<file path="config.mk">
export PLATFORM = sky130hd
export DESIGN_NAME = conv_pad_streamer
export DESIGN_NICKNAME = d
export VERILOG_FILES = /design/src/rtl/conv_pad_streamer.sv
export SDC_FILE = /design/constraint.sdc
export NUM_CORES = 1
export LEC_CHECK = 0
export CORE_ASPECT_RATIO = 0.9
export CORE_MARGIN = 4
export CORE_UTILIZATION = 30
export DETAILED_ROUTE_END_ITERATION = 7
export GPL_ROUTABILITY_DRIVEN = 0
export GPL_TIMING_DRIVEN = 0
export SLEW_MARGIN = 20
export SYNTH_ARGS = -nofsm -noshare
export SYNTH_HDL_FRONTEND = slang
export SYNTH_SLANG_ARGS = --single-unit
</file>
<file path="constraint.sdc">
create_clock -name clk -period 4.9 [get_ports clk]
set_clock_uncertainty 0.2 [all_clocks]
set_input_delay 0.98 -clock clk [delete_from_list [all_inputs] [get_ports clk]]
set_output_delay 0.98 -clock clk [all_outputs]
set_load 0.01 [all_outputs]
</file>
<file path="src/rtl/conv_pad_streamer.sv">
// conv_pad_streamer: turns an unpadded pixel stream into the zero-padded
// raster conv_top consumes, then appends zero flush beats to drain the
// line buffers and kernel window.
//
// state  | meaning
// -------+---------------------------------------------------------------
// IDLE   | waiting for go; cfg sampled on go
// STREAM | walking row/col/grp over the padded raster, one beat per load
// FLUSH  | loading cfg_flush_beats zero beats (down-counter)
// DONE   | waiting for the last output beat to drain, then pulse done
module conv_pad_streamer #(
  parameter int DATA_W = 64,
  parameter int DIM_W  = 16,
  parameter int GRP_W  = 10
) (
  input  logic              clk,
  input  logic              rst,
  input  logic              go,
  input  logic [DIM_W-1:0]  cfg_img_width,
  input  logic [DIM_W-1:0]  cfg_img_height,
  input  logic [GRP_W-1:0]  cfg_ci_groups,
  input  logic              cfg_pad,
  input  logic [DIM_W-1:0]  cfg_flush_beats,
  input  logic [DATA_W-1:0] s_data,
  input  logic              s_valid,
  output logic              s_ready,
  input  logic              s_last,
  output logic [DATA_W-1:0] m_data,
  output logic              m_valid,
  output logic              m_last,
  input  logic              m_ready,
  output logic              busy,
  output logic              done,
  output logic              err_last
);

  typedef enum logic [1:0] {IDLE, STREAM, FLUSH, DONE} state_t;

  localparam logic [DIM_W:0]   POS_ONE = {{DIM_W{1'b0}}, 1'b1};
  localparam logic [DIM_W-1:0] FL_ONE  = {{(DIM_W-1){1'b0}}, 1'b1};
  localparam logic [GRP_W-1:0] GRP_ONE = {{(GRP_W-1){1'b0}}, 1'b1};

  state_t            state;
  logic [DIM_W-1:0]  w_q, h_q, flush_q, flush_cnt;
  logic [GRP_W-1:0]  g_q, grp;
  logic              pad_q;
  logic [DIM_W:0]    row, col;

  logic [DIM_W:0]    pad_one, int_last_col, int_last_row, wp_m1, hp_m1;
  logic [GRP_W-1:0]  g_m1;
  logic              interior, at_grp_last, at_col_last, at_row_last;
  logic              final_pos, final_int, can_load, s_hs, stream_adv;

  // Padded-raster geometry: the interior occupies [pad, dim-1+pad], the
  // padded extent ends one further out when a zero ring is present.
  assign pad_one      = {{DIM_W{1'b0}}, pad_q};
  assign int_last_col = {1'b0, w_q} - POS_ONE + pad_one;
  assign int_last_row = {1'b0, h_q} - POS_ONE + pad_one;
  assign wp_m1        = int_last_col + pad_one;
  assign hp_m1        = int_last_row + pad_one;
  assign g_m1         = g_q - GRP_ONE;

  assign interior    = !pad_q || (row != '0 && row != hp_m1 && col != '0 && col != wp_m1);
  assign at_grp_last = (grp == g_m1);
  assign at_col_last = (col == wp_m1);
  assign at_row_last = (row == hp_m1);
  assign final_pos   = at_grp_last && at_col_last && at_row_last;
  assign final_int   = at_grp_last && (col == int_last_col) && (row == int_last_row);

  // Output stage can take a new beat when empty or being drained this cycle.
  assign can_load   = !m_valid || m_ready;
  assign s_ready    = (state == STREAM) && interior && can_load;
  assign s_hs       = s_valid && s_ready;
  assign stream_adv = (state == STREAM) && can_load && (!interior || s_valid);

  // Sequencer, raster counters and registered output stage.
  always_ff @(posedge clk or negedge rst) begin
    if (!rst) begin
      state     <= IDLE;
      w_q       <= '0;
      h_q       <= '0;
      g_q       <= '0;
      pad_q     <= 1'b0;
      flush_q   <= '0;
      flush_cnt <= '0;
      row       <= '0;
      col       <= '0;
      grp       <= '0;
      m_data    <= '0;
      m_valid   <= 1'b0;
      m_last    <= 1'b0;
      busy      <= 1'b0;
      done      <= 1'b0;
      err_last  <= 1'b0;
    end else begin
      done <= 1'b0;
      if (m_valid && m_ready) m_valid <= 1'b0;
      if (s_hs && (s_last != final_int)) err_last <= 1'b1;

      case (state)
        IDLE: begin
          if (go) begin
            w_q      <= cfg_img_width;
            h_q      <= cfg_img_height;
            g_q      <= cfg_ci_groups;
            pad_q    <= cfg_pad;
            flush_q  <= cfg_flush_beats;
            err_last <= 1'b0;
            busy     <= 1'b1;
            row      <= '0;
            col      <= '0;
            grp      <= '0;
            if (cfg_img_width == '0 || cfg_img_height == '0 || cfg_ci_groups == '0)
              state <= DONE;
            else
              state <= STREAM;
          end
        end

        STREAM: begin
          if (stream_adv) begin
            m_valid <= 1'b1;
            m_data  <= interior ? s_data : '0;
            m_last  <= final_pos;
            if (at_grp_last) begin
              grp <= '0;
              if (at_col_last) begin
                col <= '0;
                row <= at_row_last ? '0 : row + POS_ONE;
              end else begin
                col <= col + POS_ONE;
              end
            end else begin
              grp <= grp + GRP_ONE;
            end
            if (final_pos) begin
              flush_cnt <= flush_q;
              state     <= (flush_q != '0) ? FLUSH : DONE;
            end
          end
        end

        FLUSH: begin
          if (can_load) begin
            m_valid   <= 1'b1;
            m_data    <= '0;
            m_last    <= 1'b0;
            flush_cnt <= flush_cnt - FL_ONE;
            if (flush_cnt == FL_ONE) state <= DONE;
          end
        end

        DONE: begin
          // can_load here means the final beat is gone or leaves this edge.
          if (can_load) begin
            done  <= 1'b1;
            busy  <= 1'b0;
            state <= IDLE;
          end
        end

        default: state <= IDLE;
      endcase
    end
  end

endmodule

</file>
==> impl_metrics.toml <==
[logic_synthesis]
netlist_top_cells_count = "dfrtp_1 (190), xnor2_1 (84), nor2_1 (74)"
synth_top_cells_by_area = "dfrtp_1 (41%), xnor2_1 (6.3%), mux2_2 (5.8%)"
yosys_register_bits = 190
synthArstFlopShare_pct = 100.0
synthMuxAreaShare_pct = 6.289
synth_xor_area_share_pct = 8.215
synth-main-ff-cell = "dfrtp_1"
yosysMostFrequentCell = "dfrtp_1"
synth_edf_count = 0
synth_nets = 1380
ys_warn_count = 0
syn-cell-area_mm2 = 0.01170
synth-adder-area-share_pct = 2.139
ys_seq_area_share_pct = 40.65
synthCells = 1231
ys_types = 77
synth_largest_area_cell = "dfrtp_1"
synth-simple-area-share_pct = 19.79
avgSynthCellArea_um2 = 9.502
synth_top_area_share_pct = 40.65
synth_top_family_by_area = "simple AND/OR/NAND/NOR gates"
synth_compound_area_share_pct = 18.74

[global_routing]
grt_max_degree = 93
grtUsageTotal_pct = 17.59
grt_pass1_wl_um = 60180
antenna_found_initial = 1
gr-total-overflow = 0
grt_pass1_vias = 10960

[timing]
worst_pin_slew_ns = 1.128
min_period_ns = 5.685
hold_violations = 0
max_freq_mhz = 175.9
post-route-period-util_pct = 116.0
fin_tns_setup_ns = -62.81
slew-limit-headroom_pct = 24.79
worst_slack_ns = -0.7854
rsz0062_at_grt = "true"
maxSlewViolCount = 0
setup_viol = 128
fin_hold_ws_ns = 0.1277

[floorplanning]
fp.dieH_um = 195.3
die_w_um = 216.1
die-area_mm2 = 0.04222
ioPinCount = 199
rows = 68
core_area_mm2 = 0.03846
initial_core_util_pct = 30.42

[setup_path]
arrival_ns = 4.51
critPathBufInv = 2
crit_family = "simple AND/OR/NAND/NOR gates"
cpPeakStageDelay_ns = 0.57
path_cells = "inv_4 > ha_4 > ha_4 > or4b_4 > or4_4 > a211o_1 > a21o_1 > or2_4 > a311o_1 > or4_4 > o221ai_4 > a211oi_4 > buf_2"
slowest_stage = "or4_4"
start_kind = "register"
path_class = "reg -> out"
r2r_cells = 21
cp.depth = 13
worstSetupEndpointType = "output pin"
crit_fanout = 4
cp.required_ns = 3.72

[routing]
top_layer = "met5"
met3_wirelength_um = 2104
vias = 10880
final_antenna_net_count = 0
drt_iter0_drc = 685
dr.pass1.iters = 5
dr_wl_met2_um = 18000
wire_per_inst_um = 18.76
routed_wl_um = 38160
vias_per_cell = 5.349
drc = 0
met1_length_um = 17180

[cells_and_area]
fin_cells = 2034
syn2layout_area_growth_pct = 43.11
nets = 1646
n_antenna_cell = 0
drive_above_1_share_pct = 21.21
n_fill_cell = 3645

[cts]
cts_tree = "yes"
cts_max_level = 4
worstSkewPairLatency_ns = 0.46
cts_max_path_buffers = 2
clk_root_buffer_cell = "clkbuf_16"
postCtsHoldBufs = 0
cts_made_buffers = 17
clock-sinks = 190
path_clk_slew_ns = 0.08

[power]
switching_share_pct = 43.54
p_comb_share_pct = 58.2
cellLeakagePower_nw = 6.391
power_frac_clock_pct = 14.1
powerDensity_mw_per_mm2 = 595.7
seqPwrFrac_pct = 27.6
intPower_mw = 5.630
netSwitchingPower_mw = 4.342
peakVddDrop_uv = 365.7

[placed_design]
place_inst = 1956
dp_slack_ns = -1.493
hpwlAfterDp_um = 26900
place.port_buffers = 198

[status]
outcome = "complete, but fails checks"
violations = "negative setup slack"

[worst_hold_path]
min_path_type = "in -> async"

[job]
max-cap-violations = 0
[worst register-to-register path, stage by stage (launching register included)]
cell and delay (ns):
dfrtp_2 0.46, inv_4 0.10, ha_4 0.15, ha_4 0.14
or4b_4 0.47, or4_4 0.51, a211o_1 0.30, a21o_1 0.18
or2_4 0.26, a311o_1 0.36, or4_4 0.57, buf_4 0.17
buf_6 0.10, buf_6 0.10, buf_6 0.13, o221ai_4 0.24
nand2_4 0.11, buf_12 0.14, clkbuf_16 0.16, clkbuf_16 0.17
o31ai_4 0.25, o31ai_2 0.11
[metal layers]
metal / vias to the layer above / GRT usage, %
li1: 5104 / -
met1: 5398 / 24.14
met2: 312 / 28.24
met3: 63 / 4.061
met4: 2 / 4.338
met5: - / 0
[state kept, by name (all words and copies together) (netlist names)]
signal and cells:
w_q 16, flush_q 16, h_q 16, busy 1, state 2, pad_q 1, m_valid 1, g_q 10
err_last 1, col 17, row 17, done 1, flush_cnt 16, m_data 64, m_last 1, grp 10
[worst paths after layout]
check / startpoint / endpoint / slack [ns]
min: rst / w_q[6]$_DFFE_PN0P_ / 0.13
min in group clk: m_data[55]$_DFFE_PN0P_ / m_data[55]$_DFFE_PN0P_ / 0.31
max: pad_q$_DFFE_PN0P_ / s_ready / -0.79
max reg2reg: pad_q$_DFFE_PN0P_ / col[16]$_DFFE_PN0P_ / -0.62
max in group asynchronous: rst / m_data[5]$_DFFE_PN0P_ / 3.25
min reg2reg: m_data[55]$_DFFE_PN0P_ / m_data[55]$_DFFE_PN0P_ / 0.31
[cells in the final DEF (no fill, tap or decap), types with 10 or more instances in the layout]
| cell type | n |
|---|---|
| clkbuf_1 | 36 |
| ha_1 | 17 |
| or3_1 | 16 |
| nor2b_1 | 18 |
| clkdlybuf4s50_1 | 196 |
| nand2b_1 | 30 |
| buf_6 | 15 |
| o31ai_2 | 16 |
| nand3_1 | 29 |
| o31ai_4 | 33 |
| clkbuf_16 | 27 |
| inv_1 | 32 |
| or2_2 | 10 |
| xor2_1 | 23 |
| buf_4 | 34 |
| o21ai_1 | 27 |
| nand2_1 | 61 |
| nor4_1 | 35 |
| dfrtp_1 | 189 |
| and3_1 | 23 |
| nor2_1 | 74 |
| o22ai_1 | 15 |
| nor3_1 | 31 |
| nand4_1 | 23 |
| mux2_2 | 60 |
| o21ai_0 | 20 |
| a21oi_1 | 29 |
| o21ai_2 | 19 |
| xnor2_1 | 84 |
| a22o_1 | 65 |
[through the flow]
| stage | area [um^2] | power, mW | util (%) |
|---|---|---|---|
| floorplan | 11750 | 5.777 | - |
| global placement | 14390 | 7.396 | 37.42 |
| detailed placement | 14450 | 7.482 | 37.57 |
| CTS | 16310 | 9.697 | 42.40 |
| global route | 16740 | 10.63 | 43.53 |
| finish | 16740 | 9.972 | 43.53 |
[area by class of cell]
class | count | area (um^2) | share of cell area (%)
Tap cell | 525 | 656.9 | 3.924
Buffer | 79 | 643.1 | 3.842
Clock buffer | 19 | 442.9 | 2.646
Timing Repair Buffer | 253 | 2565 | 15.32
Sequential cell | 190 | 4756 | 28.41
Multi-Input combinational cell | 923 | 7422 | 44.34
Inverter | 33 | 126.4 | 0.7549
Clock inverter | 12 | 127.6 | 0.7624
[logic make-up (layout without fill, tap and decap cells)]
| group | Yosys count | in the layout |
|---|---|---|
| buffers and inverters | 119 | 396 |
| AOI/OAI and AO/OA | 307 | 307 |
| adders and majority gates | 20 | 20 |
| muxes | 66 | 66 |
| and+or+nand+nor | 421 | 422 |
| xor gates and xnor gates | 108 | 108 |
| DFF | 190 | 190 |
[repair_timing]
item,CTS,global route
buffers inserted,35,7
cloned,10,2
resized for setup,229,72
pin swaps,24,26
endpoints found under the setup margin,130,129
[power groups by stage]
stage | sequential [mW] | combinational [mW] | clock [mW]
6_report | 2.76 | 5.81 | 1.41
5_1_grt | 2.85 | 6.28 | 1.50
4_1_cts | 2.73 | 5.53 | 1.44
3_5_place_dp | 2.75 | 4.73 | 0
3_3_place_gp | 2.75 | 4.65 | 0
2_1_floorplan | 2.74 | 3.04 | 0
Note: power is estimated with default switching activity, not from simulation.
